**src/rtl/ivector_driver.sv**
```systemverilog
// Method-channel exerciser: issues a numbered stream of say requests round-robin
// across NUM_METH channels and checks the in-order heard responses on each channel.
module ivector_driver #(
  parameter int NUM_METH = 10,
  parameter int MAX_OUT  = 16,
  parameter int TIMEOUT  = 1024
) (
  input  logic        CLK,
  input  logic        RST,
  input  logic        start__ENA,
  input  logic [31:0] start_count,
  input  logic [31:0] start_seed,
  output logic        start__RDY,
  output logic        say__ENA,
  output logic [31:0] say_meth,
  output logic [31:0] say_v,
  input  logic        say__RDY,
  input  logic        heard__ENA,
  input  logic [31:0] heard_meth,
  input  logic [31:0] heard_v,
  output logic        heard__RDY,
  output logic        done,
  output logic        pass,
  output logic        timeout,
  output logic [15:0] err_count,
  output logic [31:0] rx_count
);

  localparam int MW = (NUM_METH > 1) ? $clog2(NUM_METH) : 1;
  localparam int MD = 1 << MW;
  localparam int OW = $clog2(MAX_OUT + 1);
  localparam int TW = $clog2(TIMEOUT + 1);
  localparam logic [MW-1:0] M_LAST  = MW'(NUM_METH - 1);
  localparam logic [OW-1:0] OUT_CAP = OW'(MAX_OUT);
  localparam logic [TW-1:0] TMO_LIM = TW'(TIMEOUT);
  localparam logic [31:0]   NM32    = 32'(NUM_METH);

  typedef enum logic [1:0] {
    IDLE  = 2'd0,
    ISSUE = 2'd1,
    DRAIN = 2'd2,
    DONE  = 2'd3
  } state_t;

  state_t          state_r;
  state_t          state_nxt_s;
  logic [31:0]     count_r;
  logic [31:0]     seed_r;
  logic [31:0]     k_r;
  logic [31:0]     rx_r;
  logic [MW-1:0]   m_r;
  logic [OW-1:0]   out_r;
  logic [TW-1:0]   idle_r;
  logic [TW-1:0]   idle_nxt_s;
  logic [15:0]     err_r;
  logic            timeout_r;
  // Arrays are padded to a power of two so any low-bit index stays in range.
  logic [31:0]     icnt_r [MD];
  logic [31:0]     rcnt_r [MD];

  logic            start_acc_s;
  logic            xfer_s;
  logic            acc_s;
  logic            resp_ok_s;
  logic            mismatch_s;
  logic            err_inc_s;
  logic            last_s;
  logic            tmo_hit_s;
  logic [MW-1:0]   hm_s;
  logic [31:0]     exp_s;

  // Handshake decode and response classification
  always_comb begin
    start_acc_s = start__ENA && start__RDY;
    xfer_s      = say__ENA && say__RDY;
    acc_s       = heard__ENA && heard__RDY;
    last_s      = (k_r == (count_r - 32'd1));
    hm_s        = heard_meth[MW-1:0];
    exp_s       = seed_r + 32'(hm_s) + (NM32 * rcnt_r[hm_s]);
    resp_ok_s   = acc_s && ((state_r == ISSUE) || (state_r == DRAIN)) &&
                  (heard_meth < NM32) && (rcnt_r[hm_s] < icnt_r[hm_s]);
    mismatch_s  = (heard_v != exp_s);
    err_inc_s   = acc_s && (!resp_ok_s || mismatch_s);
    if (state_r == DRAIN) begin
      if (acc_s) begin
        idle_nxt_s = {TW{1'b0}};
      end else begin
        idle_nxt_s = idle_r + TW'(1);
      end
    end else begin
      idle_nxt_s = idle_r;
    end
    tmo_hit_s = (state_r == DRAIN) && (out_r != {OW{1'b0}}) && (idle_nxt_s == TMO_LIM);
  end

  // State register
  always_ff @(posedge CLK) begin
    if (RST) begin
      state_r <= IDLE;
    end else begin
      state_r <= state_nxt_s;
    end
  end

  // Next-state logic
  always_comb begin
    state_nxt_s = state_r;
    case (state_r)
      IDLE, DONE: begin
        if (start_acc_s) begin
          state_nxt_s = (start_count == 32'd0) ? DONE : ISSUE;
        end else begin
          state_nxt_s = state_r;
        end
      end
      ISSUE: begin
        if (xfer_s && last_s) begin
          state_nxt_s = DRAIN;
        end else begin
          state_nxt_s = ISSUE;
        end
      end
      DRAIN: begin
        if ((out_r == {OW{1'b0}}) || tmo_hit_s) begin
          state_nxt_s = DONE;
        end else begin
          state_nxt_s = DRAIN;
        end
      end
      default: state_nxt_s = IDLE;
    endcase
  end

  // Run datapath: issue index, per-channel counters, error and timeout tracking
  always_ff @(posedge CLK) begin
    if (RST) begin
      count_r   <= 32'd0;
      seed_r    <= 32'd0;
      k_r       <= 32'd0;
      m_r       <= {MW{1'b0}};
      out_r     <= {OW{1'b0}};
      idle_r    <= {TW{1'b0}};
      err_r     <= 16'd0;
      rx_r      <= 32'd0;
      timeout_r <= 1'b0;
      for (int i = 0; i < MD; i++) begin
        icnt_r[i] <= 32'd0;
        rcnt_r[i] <= 32'd0;
      end
    end else if (start_acc_s) begin
      count_r   <= start_count;
      seed_r    <= start_seed;
      k_r       <= 32'd0;
      m_r       <= {MW{1'b0}};
      out_r     <= {OW{1'b0}};
      idle_r    <= {TW{1'b0}};
      err_r     <= 16'd0;
      rx_r      <= 32'd0;
      timeout_r <= 1'b0;
      for (int i = 0; i < MD; i++) begin
        icnt_r[i] <= 32'd0;
        rcnt_r[i] <= 32'd0;
      end
    end else begin
      if (xfer_s) begin
        k_r         <= k_r + 32'd1;
        m_r         <= (m_r == M_LAST) ? {MW{1'b0}} : (m_r + MW'(1));
        icnt_r[m_r] <= icnt_r[m_r] + 32'd1;
      end
      if (resp_ok_s) begin
        rcnt_r[hm_s] <= rcnt_r[hm_s] + 32'd1;
        rx_r         <= rx_r + 32'd1;
      end
      if (err_inc_s && (err_r != 16'hFFFF)) begin
        err_r <= err_r + 16'd1;
      end
      if (xfer_s && !resp_ok_s) begin
        out_r <= out_r + OW'(1);
      end else if (!xfer_s && resp_ok_s) begin
        out_r <= out_r - OW'(1);
      end
      idle_r <= idle_nxt_s;
      if (tmo_hit_s) begin
        timeout_r <= 1'b1;
      end
    end
  end

  // Output decode from registered state
  always_comb begin
    start__RDY = (state_r == IDLE) || (state_r == DONE);
    say__ENA   = (state_r == ISSUE) && (out_r < OUT_CAP);
    say_meth   = 32'(m_r);
    say_v      = seed_r + k_r;
    heard__RDY = !RST;
    done       = (state_r == DONE);
    pass       = (state_r == DONE) && (err_r == 16'd0) && !timeout_r;
    timeout    = timeout_r;
    err_count  = err_r;
    rx_count   = rx_r;
  end

endmodule

```
**config.mk**
```make
export PLATFORM = sky130hd
export DESIGN_NAME = ivector_driver
export DESIGN_NICKNAME = d
export VERILOG_FILES = /design/src/rtl/ivector_driver.sv
export SDC_FILE = /design/constraint.sdc
export NUM_CORES = 2
export LEC_CHECK = 0
export CORE_ASPECT_RATIO = 1.4
export CORE_MARGIN = 2
export CORE_UTILIZATION = 35
export DETAILED_ROUTE_END_ITERATION = 10
export PLACE_DENSITY = 0.6
export SYNTH_ARGS = -nofsm -noshare
export SYNTH_HDL_FRONTEND = slang
export SYNTH_SLANG_ARGS = --single-unit
```
**constraint.sdc**
```tcl
create_clock -name CLK -period 10.2 [get_ports CLK]
set_input_delay 2.04 -clock CLK [delete_from_list [all_inputs] [get_ports CLK]]
set_output_delay 2.04 -clock CLK [all_outputs]
set_load 0.005 [all_outputs]
```
======== Yosys cells after proc, flatten, opt, wreduce, memory -nomap -nowiden ========
Memories as Yosys holds them, arrays and structs flattened. A register that Yosys moved wholly into a read port is not among the register bits.
Index checks and enable logic that the tools add are counted.
storage, ports and cells
  output and inout port bits .............. 118
  flip-flop bits (word level) ............. 167
  memories kept ........................... 2
  bits of input ports ..................... 133
  bits in writable memories ............... 1024
  logic and storage cells ................. 167
memory list
  memory  words  width  read ports  clocked after Yosys merged registers in  wr ports  RTL line  text
  icnt_r  16     32     2           1                                        16        58        logic [31:0] icnt_r [MD];
  rcnt_r  16     32     1           0                                        16        59        logic [31:0] rcnt_r [MD];
cells by class
  add/sub/neg operators ................... 13
  multiplexer cells ....................... 63
  multipliers ............................. 1
  reduce and logical (&&, ||, !) cells .... 34
  eq/ne operators ......................... 9
  magnitude comparators ................... 3
  bitwise logic cells ..................... 32
operator list
  cell                     count
  $mux W32                 34
  $add A32 B1 Y32 const B  4
  $add A32 B32 Y32         2
  $reduce_or A32 Y1        2
  $add A32 B4 Y32          1
  $eq A32 B32 Y1           1
  $logic_not A32 Y1        1
  $lt A32 B32 Y1           1
  $lt A32 B4 Y1 const B    1
  $mul A3 B32 Y31 const A  1
  $ne A32 B32 Y1           1
  $or A1 B1 Y1             32
  $sub A32 B1 Y32 const B  1
  $mux W11                 2
  $mux W4                  5
  $add A16 B1 Y16 const B  1
  $logic_and A1 B1 Y1      16
  $logic_not A16 Y1        1
  $mux W1                  16
  $ne A16 B16 Y1 const B   1
  $add A11 B1 Y11 const B  1
  $eq A11 B11 Y1 const B   1
  $mux W5                  2
  $mux W2                  3
  16 further kinds         24

======== Logic depth before layout (Yosys ltp) ========
  depth after elaboration ................. 11
  depth in mapped cells ................... 37
  gate-level depth less buffers ........... 31

======== Worst setup path before layout ========
Ideal clock, no wire load.
  path kind ............................... input to register
  from .................................... input port heard_meth[1]
  to ...................................... register err_r[5] (netlist: err_count[5])
  data arrival time ....................... 9431 ps
  data required time ...................... 10128 ps
  setup slack ............................. 697 ps
  library setup time ...................... 72 ps
  cell stages on the path ................. 35
  path buffers ............................ 6
  cells stage by stage .................... buf_4 -> buf_4 -> buf_4 -> buf_4 -> clkbuf_1 -> mux4_2 -> mux4_2 -> ha_1 -> ha_1 -> inv_1 -> fa_1 -> nor2b_1 -> o21a_1 -> o21ai_0 -> a31oi_1 -> o21a_1 -> o21ai_0 -> nand2b_1 -> a21oi_1 -> o21bai_1 -> a21oi_1 -> xnor2_1 -> ha_1 -> ha_1 -> a21o_1 -> a221oi_1 -> o21ai_0 -> o2111ai_1 -> a21oi_1 -> or3_1 -> and3_1 -> o2111a_2 -> buf_6 -> nor4_1 -> mux2i_1
between the ends
  word-level cells in the longest chain between the ends .. 7
  elaborated cells between the ends (all ways) .. 14
  classes of those cells .................. add/sub: 2; mul: 1; order compare: 2; eq/ne: 1; reduce/logical: 6; memory: 2
ends and longest elaborated chain
  element                                                         RTL line  text
  from (decl)                                                     19        input logic [31:0] heard_meth,
  $mem_v2 Z16 W32, or another cell as far along                   n/a
  $mul A3 B32 Y31, or another cell as far along                   79        exp_s = seed_r + 32'(hm_s) + (NM32 * rcnt_r[hm_s]);
  $add A32 B32 Y32 / $logic_and A1 B1 Y1 (equally long branches)  79, 81
  $ne A32 B32 Y1 / $logic_not A1 Y1 (equally long branches)       82, 83
  $logic_or A1 B1 Y1 *                                            83        err_inc_s = acc_s && (!resp_ok_s || mismatch_s);
  $logic_and A1 B1 Y1 *                                           83
  $logic_and A1 B1 Y1 *                                           174       if (err_inc_s && (err_r != 16'hFFFF)) begin
  to (signal assigned)                                            175       err_r <= err_r + 16'd1;
  to (decl)                                                       55        logic [15:0] err_r;
Mark *: on every way between the ends. The rest lies on a longest branch, timed or not.
A chain may end at the register's enable or synchronous reset.

======== Final worst setup path ========
  from .................................... input port heard_meth[0]
  to ...................................... register err_r[14] (netlist: err_count[14])
The elaborated chain is that of the path after synthesis.

==> summary.txt <==
===========================================================================================
Status ....................................................................... finished clean
Fraction of final layout cells sized beyond drive strength 1 .................        16.3%
Final routed wirelength across all metal layers ..............................   200,000 µm
Number of top-level pins .....................................................          251
Synth Flop Type .............................................................. sky130_fd_sc_hd__edfxtp_1
Core Box Area ................................................................  177,000 µm²
Nets@finish ..................................................................        5,538
Highest Clock Rate ...........................................................    0.105 GHz
Maximum number of pins on one net before global-route repair .................           98
Antenna Violating Nets Remaining .............................................            0
Final period demand of the worst path ........................................      9490 ps
HPWL after DPL ...............................................................   128,000 µm
PnR Total Power ..............................................................      17.0 mW
Launching element type of the critical path ..................................    input pin
Max-cap violations ...........................................................            0
Most common cell after layout, fill and taps aside ........................... sky130_fd_sc_hd__edfxtp_1
Number of design-rule violations left by the first detailed-router iteration .        3,894
Grt total ovfl ...............................................................            0
Critical path peak fanout ....................................................           40
Power Density ................................................................   237 nW/µm²
Share of synthesized area occupied by flip-flops and latches .................        54.7%
Cell mode on critical path ................................................... sky130_fd_sc_hd__ha_1
Number of detailed-routing iterations run before antenna repair ..............            6
Syn. warnings ................................................................            0
Last weighted congestion value of the routability-driven placer ..............        0.920
Vias after detailed routing ..................................................       42,295
Max stage delay cell, worst path ............................................. sky130_fd_sc_hd__mux4_2
Largest stage delay, worst path ..............................................       690 ps
Global-route wire length before repair .......................................   290,000 µm
Total of buffers placed on input and output ports ............................          222
Required time of the worst setup path ........................................    10,810 ps
Final Hold Fails .............................................................            0
Number of setup buffers added after CTS ......................................            0
Vias in the first global route ...............................................       42,896
Clock latency of the later-clocked register in the worst-skew pair ...........       770 ps
Buffer levels on the longest clock path ......................................            3
Path type of the worst setup path ............................................       in2reg
Min-delay worst type .........................................................      reg2reg
Number of enable-type register cells in the synthesized netlist ..............        1,024
TritonCTS clock tree .........................................................          yes
Synth-to-layout area growth ..................................................        15.2%
Antenna violations before repair .............................................            2
Cells resized by post-CTS repair .............................................            0
Endpoint class of the critical path ..........................................     register
Final design utilization .....................................................        40.6%
Number of buffers inserted during clock tree synthesis .......................          115
Vertical die dimension .......................................................       504 µm
Top library cells by usage in the layout, fill and taps aside ................ sky130_fd_sc_hd__edfxtp_1 (1,024), sky130_fd_sc_hd__nor2_1 (1,017), sky130_fd_sc_hd__mux4_2 (464)
Area of the mapped netlist ...................................................   62,500 µm²
Number of non-filler instances in the completed layout .......................        7,608
Final design instance area without fill ......................................   72,000 µm²
Clock Pin Slew Worst Setup and Hold Paths ....................................        60 ps
Count of final max-slew check failures .......................................            0
Instance area after placement ................................................   68,300 µm²
Routed via count divided by cell count .......................................         5.56
Final number of setup-violating endpoints ....................................            0
Placed instance count ........................................................        7,403
Mean instance size in the synthesized netlist ................................     12.9 µm²
Post-synthesis async set-or-reset flop share .................................           0%
Standard-cell row count ......................................................          183
Number of synthesized register bits ..........................................        1,195
Least-Margin Pin Slew ........................................................      1340 ps
H-tree depth reported by CTS .................................................            3
Starting Density .............................................................        35.2%
Worst Skew ...................................................................      41.4 ps
Clock sink total .............................................................        1,195
Cells after Synth ............................................................        4,831
RSZ-0062 raised after global routing .........................................           no
Average detailed-routed wire length per instance .............................      26.3 µm
Leakage dissipation ..........................................................      25.7 nW
Arrival time of data at the critical path endpoint ...........................    10,100 ps
Hold buffer count at cts .....................................................            0
Die ar. ......................................................................  182,000 µm²
CTS root buf ................................................................. sky130_fd_sc_hd__clkbuf_16
Period utilisation layout ....................................................        93.0%
Die boundary width ...........................................................       361 µm
Aggregate negative setup slack ...............................................         0 ps
Number of distinct library cells after synthesis .............................           89
Worst slew slack as a fraction of its limit ..................................        10.2%
GRT Util Overall .............................................................        21.7%
Remaining DRCs ...............................................................            0
Peak supply drop .............................................................     0.189 mV
===========================================================================================
[synthesized netlist by cell type, drive strengths merged, types with 13 or more instances]
cell type	instances	area share (%)
and2	20	0.20
nor4	33	0.33
nand3	91	0.73
a211oi	19	0.23
nor2b	26	0.26
o211ai	13	0.16
mux2i	27	0.43
o21ai	84	0.67
nand2b	20	0.20
or3	30	0.30
xnor2	140	2.0
nor2	1020	6.1
o21a	20	0.24
xor2	119	1.7
clkbuf	197	1.2
nor3	56	0.45
ha	190	3.8
buf	127	1.3
a31oi	14	0.14
nand4	63	0.63
nand2	328	2.0
edfxtp	1024	49
a21oi	199	1.6
inv	96	0.58
a21o	43	0.52
dfxtp	171	5.5
mux4	468	17
and3	37	0.37
[routing by layer]
metal  wire length [µm]  up-vias  share of wire [%]  track usage, %
met4               9340        2                4.7            9.79
met2             104000     1843                 52            39.1
li1                   -    18614                  -               -
met5                 13        -             0.0065               0
met3              14200      461                7.1            3.08
met1              72200    21375                 36            25.4
[worst max-delay path, delay by kind of cell]
family / cells / cell delay, ps
and+or+nand+nor: 9 / 1660
muxes: 2 / 1260
adders and majority gates: 4 / 1420
xor gates and xnor gates: 2 / 370
AOI/OAI and AO/OA: 9 / 2110
buffers and inverters: 4 / 1120
[final cells by class]
class                   count  area (µm²)
repair buffers            365        3450
fillers                 16440      105000
diodes                      2        5.00
inverters                  97         372
clock inverters            52         519
well taps                2312        2890
multi-input cells        3434       27400
flip-flops and latches   1195       34200
clock buffers             151        3170
[worst paths after layout]
path,slack [ps],cells after the start,end,from
max,710,30,err_count[14]$_SDFFE_PP0P_,heard_meth[0]
min,470,2,count_r[31]$_SDFFE_PP0P_,count_r[31]$_SDFFE_PP0P_
max reg2reg,2340,32,err_count[14]$_SDFFE_PP0P_,rcnt_r[15][3]$_SDFFCE_PN0P_
min reg2reg,470,2,count_r[31]$_SDFFE_PP0P_,count_r[31]$_SDFFE_PP0P_
[metrics by stage]
step           hold WS [ps]  worst slack, ps
2_1_floorplan           448              697
3_3_place_gp            461            -74.2
3_5_place_dp            463            -32.8
4_1_cts                 472              778
5_1_grt                 506              154
6_report                467              713
[where the power goes]
part | internal (mW) | total [mW] | leakage, nW | switching, mW
clock | 2.40 | 4.29 | 1.80 | 1.89
sequential | 6.41 | 6.82 | 12.3 | 0.412
combinational | 2.20 | 5.91 | 11.6 | 3.72
total | 11.0 | 17.0 | 25.7 | 6.02
[state kept, by name, indices dropped and copies added, names as in the netlist, named ones only]
| register | flops |
|---|---|
| rcnt_r | 512 |
| rx_count | 32 |
| seed_r | 32 |
| icnt_r | 512 |
| state_r | 2 |
| k_r | 32 |
| idle_r | 11 |
| count_r | 32 |
| timeout | 1 |
| out_r | 5 |
| m_r | 4 |
| err_count | 16 |
[cell families (layout without fill, tap and decap cells)]
| family | after synthesis | in the layout | share of synthesized area (%) |
|---|---|---|---|
| other | 1 | 222 | 0.00600 |
| adder cells (fa/ha/maj) | 197 | 197 | 4.03 |
| multiplexers | 500 | 500 | 17.4 |
| AO/OA/AOI/OAI | 478 | 478 | 4.75 |
| AND/OR/NAND/NOR | 1780 | 1780 | 12.3 |
| XOR/XNOR | 259 | 259 | 3.76 |
| flip-flops | 1195 | 1195 | 54.7 |
| buffers and inverters | 421 | 665 | 3.03 |
(Power assumes the default switching activity.)
